## config.mk

```make
export PLATFORM = sky130hd
export DESIGN_NAME = run_ctrl_flat
export DESIGN_NICKNAME = d
export VERILOG_FILES = /design/src/rtl/run_ctrl_if.sv /design/src/rtl/run_ctrl.sv /design/src/flat_wrapper.sv
export SDC_FILE = /design/constraint.sdc
export NUM_CORES = 1
export LEC_CHECK = 0
export BUFFER_PORTS_ARGS = -buffer_cell sky130_fd_sc_hd__buf_4
export CORE_ASPECT_RATIO = 0.6
export CORE_UTILIZATION = 40
export DETAILED_ROUTE_END_ITERATION = 10
export PLACE_DENSITY = 0.6
export SLEW_MARGIN = 20
export SYNTH_ARGS = -nofsm -noshare
export SYNTH_HDL_FRONTEND = slang
export SYNTH_SLANG_ARGS = --single-unit
```

## constraint.sdc

```tcl
create_clock -name clk -period 2 [get_ports clk]
set_clock_uncertainty 0.05 [all_clocks]
set_input_delay 0.3 -clock clk [delete_from_list [all_inputs] [get_ports clk]]
set_output_delay 0.3 -clock clk [all_outputs]
set_load 0.01 [all_outputs]
```

## src/rtl/run_ctrl_if.sv

```systemverilog
// Load/run port bundle between the run controller and its host/core side.
// master drives the request, load stream and core completion; slave is run_ctrl.
interface run_ctrl_if #(
    parameter int AW = 8,
    parameter int CW = 16
);
    logic          start;
    logic [AW:0]   ld_len;
    logic          ld_valid;
    logic [7:0]    ld_data;
    logic          ld_ready;
    logic          mem_we;
    logic [AW-1:0] mem_addr;
    logic [7:0]    mem_wdata;
    logic          core_reset;
    logic          core_done;
    logic          busy;
    logic          finished;
    logic          timeout;
    logic [CW-1:0] cycles;

    modport master (
        output start, ld_len, ld_valid, ld_data, core_done,
        input  ld_ready, mem_we, mem_addr, mem_wdata, core_reset,
               busy, finished, timeout, cycles
    );

    modport slave (
        input  start, ld_len, ld_valid, ld_data, core_done,
        output ld_ready, mem_we, mem_addr, mem_wdata, core_reset,
               busy, finished, timeout, cycles
    );
endinterface

```

## src/rtl/run_ctrl.sv

```systemverilog
// Run controller: holds the core in reset, streams a byte image into data memory,
// releases the core, counts run cycles until done or the cycle limit, then halts it.
module run_ctrl #(
    parameter int            AW         = 8,
    parameter int            CW         = 16,
    parameter logic [AW-1:0] LOAD_BASE  = '0,
    parameter logic [CW-1:0] MAX_CYCLES = '1
) (
    input  logic         clk,
    input  logic         reset,
    run_ctrl_if.slave    bus,
    output logic [2:0]   dbg_state_o
);
    // Load handshake: a byte moves on every rising edge where ld_valid && ld_ready.
    // ld_ready is decoded from state and depends on nothing combinational from the source.
    typedef enum logic [2:0] {
        S_IDLE   = 3'd0,
        S_LOAD   = 3'd1,
        S_SETTLE = 3'd2,
        S_RUN    = 3'd3,
        S_DONE   = 3'd4
    } state_t;

    localparam logic [AW:0]   IDX_ONE = 1;
    localparam logic [CW-1:0] CYC_ONE = 1;

    state_t        state_q, state_d;
    logic [AW:0]   len_q, len_d;
    logic [AW:0]   idx_q, idx_d;
    logic [CW-1:0] cycles_q, cycles_d;
    logic          timeout_q, timeout_d;
    logic          mem_we_q, mem_we_d;
    logic [AW-1:0] mem_addr_q, mem_addr_d;
    logic [7:0]    mem_wdata_q, mem_wdata_d;
    logic [1:0]    rst_sync_q;
    logic          rst_n;

    // Assert asynchronously, release two edges later so no flop sees a runt deassertion.
    always_ff @(posedge clk or negedge reset) begin
        if (!reset) rst_sync_q <= 2'b00;
        else        rst_sync_q <= {rst_sync_q[0], 1'b1};
    end
    assign rst_n = rst_sync_q[1];

    always_ff @(posedge clk or negedge rst_n) begin
        if (!rst_n) begin
            state_q     <= S_IDLE;
            len_q       <= '0;
            idx_q       <= '0;
            cycles_q    <= '0;
            timeout_q   <= 1'b0;
            mem_we_q    <= 1'b0;
            mem_addr_q  <= LOAD_BASE;
            mem_wdata_q <= '0;
        end else begin
            state_q     <= state_d;
            len_q       <= len_d;
            idx_q       <= idx_d;
            cycles_q    <= cycles_d;
            timeout_q   <= timeout_d;
            mem_we_q    <= mem_we_d;
            mem_addr_q  <= mem_addr_d;
            mem_wdata_q <= mem_wdata_d;
        end
    end

    always_comb begin
        state_d     = state_q;
        len_d       = len_q;
        idx_d       = idx_q;
        cycles_d    = cycles_q;
        timeout_d   = timeout_q;
        mem_we_d    = 1'b0;
        mem_addr_d  = mem_addr_q;
        mem_wdata_d = mem_wdata_q;
        case (state_q)
            S_IDLE, S_DONE: begin
                if (bus.start) begin
                    len_d     = bus.ld_len;
                    idx_d     = '0;
                    cycles_d  = '0;
                    timeout_d = 1'b0;
                    state_d   = (bus.ld_len == '0) ? S_SETTLE : S_LOAD;
                end
            end
            S_LOAD: begin
                if (bus.ld_valid) begin
                    mem_we_d    = 1'b1;
                    mem_addr_d  = LOAD_BASE + idx_q[AW-1:0];
                    mem_wdata_d = bus.ld_data;
                    idx_d       = idx_q + IDX_ONE;
                    if (idx_q == len_q - IDX_ONE) state_d = S_SETTLE;
                end
            end
            S_SETTLE: state_d = S_RUN;
            S_RUN: begin
                // A done seen on the limit cycle still counts as a clean finish.
                cycles_d = cycles_q + CYC_ONE;
                if (bus.core_done) begin
                    state_d = S_DONE;
                end else if (cycles_d == MAX_CYCLES) begin
                    state_d   = S_DONE;
                    timeout_d = 1'b1;
                end
            end
            default: state_d = S_IDLE;
        endcase
    end

    assign bus.ld_ready   = (state_q == S_LOAD);
    assign bus.busy       = (state_q == S_LOAD) || (state_q == S_SETTLE) || (state_q == S_RUN);
    assign bus.finished   = (state_q == S_DONE);
    assign bus.core_reset = (state_q != S_RUN);
    assign bus.mem_we     = mem_we_q;
    assign bus.mem_addr   = mem_addr_q;
    assign bus.mem_wdata  = mem_wdata_q;
    assign bus.timeout    = timeout_q;
    assign bus.cycles     = cycles_q;
    assign dbg_state_o    = state_q;
endmodule

```

## src/flat_wrapper.sv

```systemverilog
// flat-port wrapper written by rule: the top's interface ports become plain ports
module run_ctrl_flat 
#(
    parameter int            AW         = 8,
    parameter int            CW         = 16,
    parameter logic [AW-1:0] LOAD_BASE  = '0,
    parameter logic [CW-1:0] MAX_CYCLES = '1
)
  (clk, reset, dbg_state_o, bus_start, bus_ld_len, bus_ld_valid, bus_ld_data, bus_core_done, bus_ld_ready, bus_mem_we, bus_mem_addr, bus_mem_wdata, bus_core_reset, bus_busy, bus_finished, bus_timeout, bus_cycles);
  run_ctrl_if #(.AW(AW), .CW(CW)) bus_i ();
  input  logic clk;
  input  logic reset;
  output logic [2:0] dbg_state_o;
  input wire logic [$bits(bus_i.start)-1:0] bus_start;
  input wire logic [$bits(bus_i.ld_len)-1:0] bus_ld_len;
  input wire logic [$bits(bus_i.ld_valid)-1:0] bus_ld_valid;
  input wire logic [$bits(bus_i.ld_data)-1:0] bus_ld_data;
  input wire logic [$bits(bus_i.core_done)-1:0] bus_core_done;
  output wire logic [$bits(bus_i.ld_ready)-1:0] bus_ld_ready;
  output wire logic [$bits(bus_i.mem_we)-1:0] bus_mem_we;
  output wire logic [$bits(bus_i.mem_addr)-1:0] bus_mem_addr;
  output wire logic [$bits(bus_i.mem_wdata)-1:0] bus_mem_wdata;
  output wire logic [$bits(bus_i.core_reset)-1:0] bus_core_reset;
  output wire logic [$bits(bus_i.busy)-1:0] bus_busy;
  output wire logic [$bits(bus_i.finished)-1:0] bus_finished;
  output wire logic [$bits(bus_i.timeout)-1:0] bus_timeout;
  output wire logic [$bits(bus_i.cycles)-1:0] bus_cycles;
  assign bus_i.start = bus_start;
  assign bus_i.ld_len = bus_ld_len;
  assign bus_i.ld_valid = bus_ld_valid;
  assign bus_i.ld_data = bus_ld_data;
  assign bus_i.core_done = bus_core_done;
  assign bus_ld_ready = bus_i.ld_ready;
  assign bus_mem_we = bus_i.mem_we;
  assign bus_mem_addr = bus_i.mem_addr;
  assign bus_mem_wdata = bus_i.mem_wdata;
  assign bus_core_reset = bus_i.core_reset;
  assign bus_busy = bus_i.busy;
  assign bus_finished = bus_i.finished;
  assign bus_timeout = bus_i.timeout;
  assign bus_cycles = bus_i.cycles;
  run_ctrl #(.AW(AW), .CW(CW), .LOAD_BASE(LOAD_BASE), .MAX_CYCLES(MAX_CYCLES)) u_core (.clk(clk), .reset(reset), .bus(bus_i), .dbg_state_o(dbg_state_o));
endmodule
```

======== After elaboration in Yosys (flattened, before gate mapping) ========
Index checks and enable logic that the tools add are counted.
word-level totals
  register bits after elaboration ......... 57
  output and inout bits ................... 41
cells by class
  eq/ne operators ......................... 13
  reduce and logical (&&, ||, !) cells .... 13
  mux-type cells .......................... 18
  add/subtract/negate cells ............... 3
operators with widths
  cell                                              number
  one-hot mux 16 bit (2 select lines)               1
  2-to-1 mux 9 bit                                  2
  one-hot mux 9 bit (2 select lines)                1
  adder 16 x 1 -> 16 bit, second input constant     1
  == test 16 bit, second input constant             1
  2-to-1 mux 16 bit                                 1
  2-to-1 mux 3 bit                                  5
  one-hot mux 3 bit (4 select lines)                1
  adder 9 x 1 -> 9 bit, second input constant       1
  == test 9 bit                                     1
  zero test 9 bit                                   1
  subtractor 9 x 1 -> 9 bit, second input constant  1
  AND reduction 4 bit                               2
  == test 3 x 2 -> 1 bit, second input constant     2
  != test 2 bit, second input constant              3
  != test 3 x 2 -> 1 bit, second input constant     2
  AND reduction 2 bit                               3
  2-to-1 mux 1 bit                                  5
  != test 2 x 1 -> 1 bit, second input constant     2
  nonzero test 2 bit                                2
  == test 3 x 1 -> 1 bit, second input constant     1
  == test 3 bit, second input constant              1
  zero test 3 bit                                   1
  AND reduction 3 bit                               1
  4 further kinds                                   5

======== Longest topological paths before layout ========
  depth after elaboration ................. 5
  mapped depth ............................ 9
  depth with buffers taken out ............ 8

======== Least setup slack after synthesis ========
Ideal clock, no wire load.
  path type ............................... reg-to-reg
  start point ............................. register u_core.cycles_q[0] (netlist: u_core.bus.cycles[0])
  end point ............................... register u_core.state_q[0] (netlist: u_core.dbg_state_o[0])
  slack ................................... -158 ps
  stages on the path, launching flop included .. 10
  arrival ................................. 1984 ps
  period minus slack after synthesis ...... 2158 ps
  buffers on the path ..................... 2
  data required time ...................... 1826 ps
  cell sequence ........................... dfrtp_1 ha_1 clkbuf_2 and3_1 clkbuf_1 nand3_1 a211oi_1 o211ai_1 a31oi_1 o31a_1
on the way
  cells in the longest elaborated chain, start to end .. 4
ends and longest elaborated chain
  element                           RTL line         text
  start: declaration                run_ctrl.sv:30   logic [CW-1:0] cycles_q, cycles_d;
  start signal: assignment          run_ctrl.sv:59   cycles_q <= cycles_d;
  adder 16 x 1 -> 16 bit            run_ctrl.sv:98   cycles_d = cycles_q + CYC_ONE;
  == test 16 bit                    run_ctrl.sv:101  end else if (cycles_d == MAX_CYCLES) begin
  != test 3 x 2 -> 1 bit (no line)  n/a
  AND reduction 4 bit (no line)     n/a
  end signal: assignment            run_ctrl.sv:56   state_q <= state_d;
  end: declaration                  run_ctrl.sv:27   state_t state_q, state_d;
No other way between the ends.
A chain may end at the register's enable or synchronous reset.

======== Worst setup path in the final report ========
Ends and elaborated chain as after synthesis.

==> results_dict.tcl <==
set metrics [dict create \
    grt_use_total 0.2512 \
    netlist_instances 383 \
    area_growth_pct 47.79 \
    antenna_cells 0 \
    setup_viol_count_final 3 \
    via_per_inst 5.430 \
    synthArstFlopShare 1.000 \
    dieArea_um2 8372 \
    hold_class "input port to flop" \
    failed_checks "setup timing" \
    dpl.hpwl_mm 6.986 \
    gp_congestion 0.9187 \
    slew_headroom 0.6254 \
    fmax_mhz 484.6 \
    clock_latency_ns 0.33 \
    drtAntennaViolNets 0 \
    critPathMaxStageDelay_ns 0.42 \
    drt_iter0_drc 312 \
    nNetsFinal 526 \
    clock-sinks 57 \
    grt_pass1_vias 3014 \
    period_minus_slack_ns 2.064 \
    die_y_um 71.28 \
    rsz0062_at_grt "yes" \
    grt_antenna_before_repair 0 \
    core_um2 7507 \
    finalHoldViolations 0 \
    synth_cell_type_count 54 \
    holdWs_ns 0.1018 \
    setup_slack_ns -0.06360 \
    setup.worst_path.class "flop to flop" \
    cts_max_level 3 \
    clock_path_buffers 2 \
    crit_path_top_delay_cell "dfrtp_2" \
    io_buffers 62 \
    cts_tree "yes" \
    initial_utilization 0.4262 \
    maxCapViolCount 0 \
    crit_path_end_kind "flop" \
    stdcell_area_um2 4728 \
    syn_nets 409 \
    numCtsBuffers 9 \
    rows 24 \
    p_leak_nw 2.254 \
    syn_area_um2 3199 \
    irDropWorstVdd_mv 0.6714 \
    synth_warnings 0 \
    grt_max_degree 25 \
    cp_max_fo 5 \
    grt_overflow 0 \
    routedWlPerCell_um 16.27 \
    critPathMostFrequentCell "a31oi_1" \
    dr.pass1.iters 5 \
    ys.flop_type "dfrtp_1" \
    route.detailed.drc 0 \
    crit_chain "ha_4, and3_4, a31oi_1, nand3b_1, nor4_4, a31oi_1, o31a_1" \
    maxSlewViolCount 0 \
    routed_wirelength_mm 9.909 \
    post-route-period-util 1.032 \
    ys_ff_latch 57 \
    placed_area_um2 4167 \
    syn_avg_cell_area_um2 8.353 \
    p_per_area_nw_per_um2 1225 \
    io_pins 63 \
    timing.setup.tns_ns -0.09229 \
    worstPathRequired_ns 2.16 \
    cp.arrival_ns 2.23 \
    synth_edf_count 0 \
    ctsRootBufferMaster "clkbuf_16" \
    yosysSeqAreaShare 0.4458 \
    path_clk_slew_ns 0.05 \
    crit_path_start_kind "flop" \
    die_w_um 117.5 \
    grt_pass1_wl_mm 16.01 \
    tightest_slew_ns 0.5600 \
    num_vias 3307 \
    final_layout_size_suffix_gt1_frac 0.3723 \
    status "finished, violations left" \
]
-- state kept, by name, summed over array words and instances (netlist names) --
| signal | count |
|---|---|
| u_core.bus.mem_we | 1 |
| u_core.idx_q | 9 |
| u_core.bus.mem_wdata | 8 |
| u_core.len_q | 9 |
| u_core.bus.cycles | 16 |
| u_core.bus.timeout | 1 |
| u_core.bus.mem_addr | 8 |
| u_core.rst_sync_q | 2 |
| u_core.dbg_state_o | 3 |
-- placed cells by master (no fill, tap or decap), types with 6 or more instances in the layout --
cell       instances
a21oi_1           10
a31oi_1            7
buf_4            123
clkbuf_16          9
dfrtp_1           50
dfrtp_2            7
nand2_1           93
nand3_1            9
nand4_1           10
nor2_1            30
o21ai_0           37
xor2_1             6
-- cell usage after synthesis (3+ instances only) --
cell type  instances  area (um^2)
nor2b_1            3        18.77
nand3b_1           5        37.54
nand4_1           10        62.56
nand2_1           93        349.1
o21ai_0           37        185.2
clkbuf_1          13        48.80
buf_2              7        35.03
xnor2_1            5        43.79
a21oi_1           11        55.05
xor2_1             6        52.55
or2_2              4        25.02
nor3b_1            3        22.52
and4_1             3        26.28
inv_1              6        22.52
nor2_1            33        123.9
and3_1             3        18.77
nand3_1           11        55.05
ha_1               4        50.05
nor4_1             3        18.77
o31ai_1            5        37.54
a211oi_1           3        22.52
and2_1             7        43.79
a31oi_1            7        43.79
nor3_1             3        15.01
dfrtp_1           57         1426
or3_1              3        18.77
nand2b_1           3        18.77
-- repair_timing --
action / in CTS / in global routing
cloned: 0 / 0
hold buffers: 1 / 0
pin swaps: 1 / 21
hold endpoints to repair: 2 / 0
setup endpoints to repair: 21 / 12
setup buffers: 2 / 7
gates resized for setup: 7 / 33
-- layer usage --
metal | vias up | part of all wire | wire [um] | global-route usage
met5 | - | 0 | 0 | 0
li1 | 1577 | - | - | -
met2 | 153 | 0.38 | 3795 | 0.3202
met4 | 0 | 0.010 | 100 | 0.06838
met3 | 10 | 0.083 | 827 | 0.07086
met1 | 1567 | 0.52 | 5185 | 0.4012
-- worst paths after layout --
check | from | endpoint | slack, ns | cells after the start
setup / recovery | u_core.bus.cycles[0] | u_core.dbg_state_o[0] | -0.06 | 7
max in group asynchronous | u_core.rst_sync_q[1] | u_core.bus.mem_addr[4] | 1.00 | 1
hold reg to reg | u_core.rst_sync_q[1] | u_core.bus.mem_wdata[7] | 0.20 | 0
setup reg to reg | u_core.bus.cycles[0] | u_core.dbg_state_o[0] | -0.06 | 7
hold / removal | bus_ld_data[1] | u_core.bus.mem_wdata[1] | 0.10 | 3
min in group asynchronous | u_core.rst_sync_q[1] | u_core.bus.mem_wdata[7] | 0.20 | 0
-- layout make-up --
class	instances	area, um^2
multi-input cells	297	1823
repair buffers	129	993.5
fillers	659	2779
flip-flops and latches	57	1435
well taps	104	130.1
clock inverters	2	60.06
clock buffers	14	264.0
inverters	6	22.52
-- power breakdown --
| part | internal [mW] | total [mW] | switching, mW |
|---|---|---|---|
| clock | 1.16 | 1.69 | 0.534 |
| combinational | 1.14 | 2.39 | 1.25 |
| sequential | 1.43 | 1.71 | 0.289 |
| total | 3.72 | 5.79 | 2.07 |
-- critical path, delay by kind of cell (launching register included) --
kind | cells | cell delay, ns
AO/OA/AOI/OAI | 3 | 0.49
adder cells (fa/ha/maj) | 1 | 0.19
flip-flops | 1 | 0.42
AND/OR/NAND/NOR | 3 | 0.80
-- kinds of logic after synthesis --
logic type | Yosys count | share of synthesized area
AND/OR/NAND/NOR | 197 | 0.3070
AO/OA/AOI/OAI | 84 | 0.1627
flip-flops | 57 | 0.4458
buffers and inverters | 29 | 0.03754
XOR/XNOR | 11 | 0.03011
adder cells (fa/ha/maj) | 4 | 0.01564
other | 1 | 0.001172
-- per-stage QoR --
| stage | worst slack, ns | utilization | power [mW] | cells |
|---|---|---|---|---|
| floorplan | -0.04392 | - | 2.855 | 383 |
| global placement | -0.06775 | 0.5550 | 3.736 | 583 |
| detailed placement | -0.1593 | 0.5550 | 3.785 | 583 |
| CTS | -0.08456 | 0.6048 | 5.558 | 602 |
| global route | -0.1595 | 0.6298 | 6.159 | 609 |
| finish | -0.06360 | 0.6298 | 5.793 | 609 |
(Power assumes the default switching activity.)
